**src/rtl/lsu_stream_reader.sv**
```systemverilog
// lsu_stream_reader
// Sweeps one full frame out of the LSU through its registered read port.
// The beats are presented on an AXI-Stream master that honours backpressure.
//
// Ports
//   clk, rst        single clock, synchronous active-high reset
//   start           begin a frame sweep (sampled only when idle)
//   base_ptr        first LSU address, captured on an accepted start
//   busy            high from the cycle after an accepted start through done
//   done            one-cycle pulse after the last beat's handshake
//   read_enable     LSU read strobe
//   read_ptr        LSU read address
//   read_data       LSU read data, valid one cycle after read_enable
//   m_axis_*        stream master (tdata/tvalid/tready/tlast)
//
// state | meaning
// IDLE  | waiting for start
// RUN   | issuing LSU reads, streaming returned beats
// DRAIN | all reads issued, streaming the remaining beats

module lsu_stream_reader #(
   parameter int IMAGE_DIM  = 512,
   parameter int DATA_WIDTH = 128,
   parameter int ADDR_WIDTH = 14
) (
   input  logic                  clk,
   input  logic                  rst,
   input  logic                  start,
   input  logic [ADDR_WIDTH-1:0] base_ptr,
   output logic                  busy,
   output logic                  done,
   output logic                  read_enable,
   output logic [ADDR_WIDTH-1:0] read_ptr,
   input  logic [DATA_WIDTH-1:0] read_data,
   output logic [DATA_WIDTH-1:0] m_axis_tdata,
   output logic                  m_axis_tvalid,
   input  logic                  m_axis_tready,
   output logic                  m_axis_tlast
);

   localparam int NUM_BEATS = IMAGE_DIM * IMAGE_DIM / 16;
   localparam int CNT_W     = $clog2(NUM_BEATS) + 1;
   localparam logic [CNT_W-1:0] BEATS     = CNT_W'(NUM_BEATS);
   localparam logic [CNT_W-1:0] LAST_BEAT = CNT_W'(NUM_BEATS - 1);

   typedef enum logic [1:0] {
      IDLE  = 2'd0,
      RUN   = 2'd1,
      DRAIN = 2'd2
   } state_t;

   state_t                state;
   logic [ADDR_WIDTH-1:0] addr_q;
   logic [CNT_W-1:0]      issue_cnt;
   logic [CNT_W-1:0]      out_cnt;
   logic                  inflight;
   logic [DATA_WIDTH-1:0] fifo_mem [2];
   logic                  wr_idx;
   logic                  rd_idx;
   logic [1:0]            occ;
   logic                  pop;
   logic                  push;
   logic [2:0]            pending;

   assign pop  = (occ != 2'd0) && m_axis_tready;
   assign push = inflight;

   // Beats already committed to the FIFO once this cycle's pop is taken out.
   // A new read is allowed only if its return is guaranteed a free slot.
   assign pending = {1'b0, occ} + {2'b00, inflight} - {2'b00, pop};

   assign read_enable   = (state == RUN) && (issue_cnt < BEATS) && (pending < 3'd2);
   assign read_ptr      = addr_q;
   assign m_axis_tdata  = fifo_mem[rd_idx];
   assign m_axis_tvalid = (occ != 2'd0);
   assign m_axis_tlast  = m_axis_tvalid && (out_cnt == LAST_BEAT);

   always_ff @(posedge clk) begin
      if (rst) begin
         state       <= IDLE;
         busy        <= 1'b0;
         done        <= 1'b0;
         addr_q      <= '0;
         issue_cnt   <= '0;
         out_cnt     <= '0;
         inflight    <= 1'b0;
         fifo_mem[0] <= '0;
         fifo_mem[1] <= '0;
         wr_idx      <= 1'b0;
         rd_idx      <= 1'b0;
         occ         <= 2'd0;
      end else begin
         inflight <= read_enable;
         done     <= 1'b0;

         if (push) begin
            fifo_mem[wr_idx] <= read_data;
            wr_idx           <= ~wr_idx;
         end
         if (pop) begin
            rd_idx  <= ~rd_idx;
            out_cnt <= out_cnt + 1'b1;
         end
         occ <= occ + {1'b0, push} - {1'b0, pop};

         // The address stops on the last issued location so read_ptr holds
         // once the sweep has been fully issued.
         if (read_enable) begin
            issue_cnt <= issue_cnt + 1'b1;
            if (issue_cnt != LAST_BEAT) begin
               addr_q <= addr_q + 1'b1;
            end
         end

         if (pop && (out_cnt == LAST_BEAT)) begin
            done <= 1'b1;
         end

         case (state)
            IDLE: begin
               if (start) begin
                  state     <= RUN;
                  busy      <= 1'b1;
                  addr_q    <= base_ptr;
                  issue_cnt <= '0;
                  out_cnt   <= '0;
               end
            end
            RUN: begin
               if (issue_cnt == BEATS) begin
                  state <= DRAIN;
               end
            end
            DRAIN: begin
               if (out_cnt == BEATS) begin
                  state <= IDLE;
                  busy  <= 1'b0;
               end
            end
            default: begin
               state <= IDLE;
               busy  <= 1'b0;
            end
         endcase
      end
   end

endmodule

```
**config.mk**
```make
export PLATFORM = sky130hd
export DESIGN_NAME = lsu_stream_reader
export DESIGN_NICKNAME = d
export VERILOG_FILES = /design/src/rtl/lsu_stream_reader.sv
export SDC_FILE = /design/constraint.sdc
export NUM_CORES = 1
export LEC_CHECK = 0
export BUFFER_PORTS_ARGS = -buffer_cell sky130_fd_sc_hd__buf_2
export CORE_ASPECT_RATIO = 1.25
export CORE_MARGIN = 3
export CORE_UTILIZATION = 40
export CTS_CLUSTER_DIAMETER = 200
export CTS_CLUSTER_SIZE = 28
export DETAILED_ROUTE_END_ITERATION = 8
export PLACE_DENSITY = 0.61
export SLEW_MARGIN = 0
export SYNTH_ARGS = -nofsm -noshare
export SYNTH_HDL_FRONTEND = slang
export SYNTH_SLANG_ARGS = --single-unit
export TNS_END_PERCENT = 100
```
**constraint.sdc**
```tcl
create_clock -name clk -period 5.3 [get_ports clk]
set_clock_uncertainty 0.15 [all_clocks]
set_input_delay 0.53 -clock clk [delete_from_list [all_inputs] [get_ports clk]]
set_output_delay 0.53 -clock clk [all_outputs]
set_load 0.1 [all_outputs]
```
**Yosys cells after proc, flatten, opt, wreduce, memory -nomap -nowiden**

Memory sizes are Yosys's and may differ from the RTL's. A register that Yosys moved wholly into a read port is not among the register bits.
Cells that the tools add are included.

- Flip-flop bits (word level): 53
- Bits of input ports: 146
- Memories kept: 1
- Word-level logic and storage cells: 70
- Output and inout port bits: 147
- Memory bits (writable): 256

- Eq/ne operators: 9
- Multiplexer cells: 28
- Bitwise gates (word level): 3
- Order comparisons: 2
- $add $sub $neg: 7
- Reduce and logical (&&, ||, !) cells: 10

Memory list:

| name | depth | width | rd ports | clocked after Yosys merged registers in | write ports | RTL line | text |
|---|---|---|---|---|---|---|---|
| fifo_mem | 2 | 128 | 1 | 1 | 2 | 57 | `logic [DATA_WIDTH-1:0] fifo_mem [2];` |

Operators with widths:

| kind | count |
|---|---|
| 2-to-1 mux 128 bit | 1 |
| OR reduction 128 bit | 1 |
| 2-to-1 mux 15 bit | 6 |
| 2-to-1 mux 14 bit | 4 |
| adder 15 x 1 -> 15 bit, second input constant | 2 |
| equality test 15 bit, second input constant | 2 |
| equality test 15 x 14 -> 1 bit, second input constant | 1 |
| less-than comparator 15 bit, second input constant | 1 |
| inequality test 15 x 14 -> 1 bit, second input constant | 1 |
| adder 14 x 1 -> 14 bit, second input constant | 1 |
| 2-to-1 mux 1 bit | 12 |
| 2-to-1 mux 2 bit | 3 |
| case mux 2 bit (3 select lines) | 1 |
| AND reduction 3 bit | 2 |
| logical AND 1 bit | 5 |
| inequality test 2 bit, second input constant | 2 |
| adder 2 x 1 -> 3 bit | 1 |
| less-than comparator 3 x 2 -> 1 bit, second input constant | 1 |
| NOT 1 bit | 3 |
| case mux 1 bit (3 select lines) | 1 |
| subtractor 3 x 1 -> 3 bit | 1 |
| adder 2 x 1 -> 2 bit | 1 |
| equality test 2 x 1 -> 1 bit, second input constant | 1 |
| equality test 2 bit, second input constant | 1 |
| 4 further kinds | 4 |

**Logic depth before layout (Yosys ltp)**

- Word-level depth: 8
- Mapped depth: 11
- Mapped depth without buffers: 11

**Worst setup path before layout**

No wires, ideal clock.

- Kind: input port to flip-flop
- Start: input port rst
- End: memory fifo_mem[0][0] (enable)
- Setup slack: 1.085 ns
- Required time: 4.664 ns
- Arrival time: 3.579 ns
- Stages: 3
- Buffers on the path: 2
- Library setup time: 0.486 ns
- Cell sequence: clkbuf_8 > clkbuf_1 > a21o_1

RTL lines:

| what | RTL line | text |
|---|---|---|
| from (decl) | 27 | `input logic rst,` |
| to (decl) | 57 |  |

**Final worst setup path**

- Start: register occ[0]
- End: output port read_enable

- Longest elaborated chain between the ends: 5
- Elaborated cells between the ends (all ways): 6
- Those cells by class: add/sub: 2; order compare: 1; reduce/logical: 3

RTL lines:

| what | RTL line | text |
|---|---|---|
| from (decl) | 60 | `logic [1:0] occ;` |
| from (signal assigned) | 104 | `occ <= occ + {1'b0, push} - {1'b0, pop};` |
| parallel branches: the longest is 2 deep, another holds adder 2 x 1 -> 3 bit | -- |  |
| subtractor 3 x 1 -> 3 bit * | 70 | `assign pending = {1'b0, occ} + {2'b00, inflight} - {2'b00, pop};` |
| named net pending[1] | 63 | `logic [2:0] pending;` |
| less-than comparator 3 x 2 -> 1 bit * | 72 | `assign read_enable = (state == RUN) && (issue_cnt < BEATS) && (pending < 3'd2);` |
| logical AND 1 bit * | 72 |  |
| to (decl) | 32 | `output logic read_enable,` |

Mark *: on every way through the listed nets, which the timed path passes.

==> flow_summary_export.csv <==
group,metric,value,unit
placed_design,dp_hpwl,20.0,mm
clock_tree,clock_sinks,310,
placed_design,gp_congestion,0.808,
critical_path,r2r-start,"occ[0]",
timing,hold_violations,0,
synth,synth-seq-cells,310,
floorplan,die_h,212,um
critical_path,cp_slowest_cell,"fa_1",
critical_path,worstSetupPathType,"reg -> out",
power_and_ir_drop,internal_power,3570,uW
floorplan,core-area,33100,um^2
critical_path,cp_max_fo,13,
status,status,"finished, final reports clean",
critical_path,crit_arrival,3.19,ns
clock_tree,htree_levels,1,
synth,yosys.area.top_type_share,56.4,%
synth,synthSimpleGateAreaFrac,18.3,%
routing,drt-total-wl,31.0,mm
clock_tree,post_cts_buffers,0,
finish,syn_to_final_growth,17.3,%
critical_path,r2r.worst_path.cells,11,
finish,finalInstanceArea,16000,um^2
placed_design,placed_area,15500,um^2
global_routing,grt_pass1_vias,8410,
power_and_ir_drop,powerDensity,342,nW/um^2
clock_tree,cts_buffer_depth,3,
global_routing,track_usage,16.2,%
synth,synthArstFlopShare,0,%
timing,setup_viol,0,
finish,fin_nets,1410,
timing,grt_setup_unrepaired,"no",
routing,drtAntennaViolNets,0,
clock_tree,postCtsHoldBufs,0,
routing,dr.first_iter.drc_count,540,
power_and_ir_drop,p_clk_share,23.8,%
synth,synth_most_common_cell,"and2_1",
synth,synthTopCellsByArea,"edfxtp_1, and2_1, mux2_2, dfxtp_1, nor2_1",
finish,n_fill_cell,3004,
routing,drtPass1Iterations,5,
synth,synth_top_cell_by_area,"edfxtp_1",
timing,worst_pin_slew,1.01,ns
min_path,holdPathStages,3,
critical_path,startpoint,"occ[0]",
synth,synth.mux.area_fraction,10.7,%
synth,ys.flop_type,"edfxtp_1",
min_path,hold_end,"read_ptr[11]",
synth,yosys.area_share.adder,0.698,%
clock_tree,clk_pin_slew,0.11,ns
synth,synth_area,13600,um^2
critical_path,cp_slowest_stage_delay,0.49,ns
synth,synth_nets,1145,
synth,synthTopCellsByCount,"and2_1, edfxtp_1, mux2_2",
floorplan,dieArea,36300,um^2
critical_path,rrSetupSlack,2.34,ns
synth,synth_top_family_by_area,"simple AND/OR/NAND/NOR gates",
floorplan,num_rows,74,
clock_tree,clock_latency,0.49,ns
synth,synthXorXnorAreaFrac,2.63,%
routing,routedWlPerCell,18.4,um
finish,ff_latch_area,8770,um^2
clock_tree,cts.repair.resized,0,
critical_path,end_kind,"primary output",
clock_tree,numCtsBuffers,15,
flow_run,maxCapViolCount,0,
power_and_ir_drop,irDropWorstVdd,0.000173,V
finish,drive_above_1_share,37.0,%
timing,fin_crit,3.87,ns
critical_path,worstPathCellList,"inv_1 > nand3_1 > o21ai_0 > ha_1 > fa_1 > nor4b_4 > nand2_2 > clkinv_1 > buf_2",
synth,ys_seq_area_share,64.3,%
synth,syn_inst,992,
clock_tree,cts_tree,"done",
critical_path,critPathLaunchType,"flop",
global_routing,overflow,0,
min_path,hp-class,"in -> reg",
synth,syn_area_per_cell,13.7,um^2
routing,drc,0,
placed_design,port_buffers,292,
power_and_ir_drop,pwr-share-comb,24.7,%
floorplan,die_w,171,um
routing,via_per_inst,5.00,
timing,timing.fmax,0.259,GHz
routing,num_vias,8453,
synth,ys_warn_count,0,
synth,synth-edff-count,256,
power_and_ir_drop,seqPwrFrac,51.5,%
power_and_ir_drop,p_sw,1900,uW
critical_path,cp.required,4.62,ns
power_and_ir_drop,switching_share,34.7,%
timing,relSlewSlack,32.6,%
floorplan,ioPinCount,293,
global_routing,grt_pass1_wl,46.2,mm
floorplan,initial_core_util,41.1,%
clock_tree,cts-root-buf,"clkbuf_16",
global_routing,antenna_found_initial,12,
timing,slew_violations,0,
finish,multi_input_area,4620,um^2
synth,synth_cell_types,51,
min_path,hold_start,"base_ptr[11]",
synth,synth-compound-area-share,1.43,%
global_routing,grt_max_degree,96,
power_and_ir_drop,p_leak,0.00640,uW
critical_path,reg2reg_to,"read_ptr[3]",
timing,tns,0,ns
timing,fin_crit_sh,73.0,%
==> routing by layer <==
| layer | track usage, % | part of all wire [%] | routed length (um) | up-vias |
|---|---|---|---|---|
| li1 | - | - | - | 4018 |
| met1 | 20.4 | 40 | 12600 | 4144 |
| met2 | 28.6 | 51 | 15800 | 237 |
| met3 | 2.73 | 5.9 | 1830 | 46 |
| met4 | 5.11 | 2.6 | 805 | 8 |
| met5 | 0 | 0.16 | 49 | - |
==> worst max path at each step <==
stage	cells after the start	slack [ns]	endpoint
2_1_floorplan	3	1.09	fifo_mem[0][0]
3_3_place_gp	9	1.77	read_enable
3_5_place_dp	9	1.77	read_enable
4_1_cts	9	1.41	read_enable
5_1_grt	9	1.23	read_enable
6_report	9	1.43	read_enable
==> final cells by class <==
class                           instances  area share [%]
Sequential cell                       310            54.9
Multi-Input combinational cell        617            28.9
Timing Repair Buffer                  301            9.80
Tap cell                              418            3.27
Clock buffer                           24            2.56
Inverter                               12           0.282
Clock inverter                          1           0.188
Antenna cell                            8           0.125
==> power by group through the flow <==
| stage | Sequential [uW] | Combinational, uW | Clock (uW) |
|---|---|---|---|
| floorplan | 2940 | 1020 | 0 |
| global placement | 2870 | 1360 | 0 |
| detailed placement | 2880 | 1360 | 0 |
| CTS | 2820 | 1360 | 1360 |
| global route | 2840 | 1400 | 1420 |
| finish | 2820 | 1350 | 1300 |
==> registers in the layout, summed over array words and instances, names as in the netlist, named ones only <==
name / cells
fifo_mem: 256
issue_cnt: 15
out_cnt: 15
read_ptr: 14
occ: 2
state: 2
busy: 1
done: 1
inflight: 1
rd_idx: 1
wr_idx: 1
==> worst max-delay path, delay by kind of cell, from the launching register on <==
kind / cells / cell delay, ns
flip-flops: 1 / 0.37
adder cells (fa/ha/maj): 2 / 0.69
buffers and inverters: 3 / 0.85
AO/OA/AOI/OAI: 1 / 0.10
AND/OR/NAND/NOR: 3 / 0.68
==> logic make-up (layout without fill, tap and decap cells) <==
family,after synthesis,after routing
AO/OA/AOI/OAI,27,27
buffers and inverters,65,338
multiplexers,129,129
adder cells (fa/ha/maj),7,7
XOR/XNOR,41,41
flip-flops,310,310
AND/OR/NAND/NOR,413,413
other,0,8
==> cells in the final DEF, fill, tap and decap left out, types with 2 or more instances in the layout <==
cell type	n
a211oi_1	8
a211oi_2	3
a21oi_1	7
and2_1	257
and3_1	2
and4_1	2
buf_12	3
buf_2	292
buf_4	6
clkbuf_1	9
clkbuf_16	15
dfxtp_1	53
diode_2	8
edfxtp_1	256
ha_1	6
inv_1	11
mux2_2	128
nand2_1	20
nand2_2	2
nand2b_1	3
nand3_1	13
nand3b_1	2
nand4_1	12
nand4_4	2
nand4b_1	3
nor2_1	57
nor2_2	2
nor2b_1	3
nor3_1	7
nor3b_2	2
nor4_1	8
nor4_2	2
nor4_4	2
nor4b_1	5
o21ai_0	2
o21ai_1	3
xnor2_1	21
xor2_1	20
==> metrics by stage <==
stage	util, %	power (uW)	worst slack, ns	hold slack, ns	cells
final	48.2	5470	1.43	0.0915	1691
after global routing	48.2	5660	1.23	0.0921	1691
after CTS	48.2	5540	1.41	0.0630	1683
after detailed placement	46.8	4240	1.77	0.349	1658
after global placement	46.8	4230	1.77	0.338	1658
after floorplan	-	3960	1.09	0.322	992
Power figures use the tool's default switching activity.
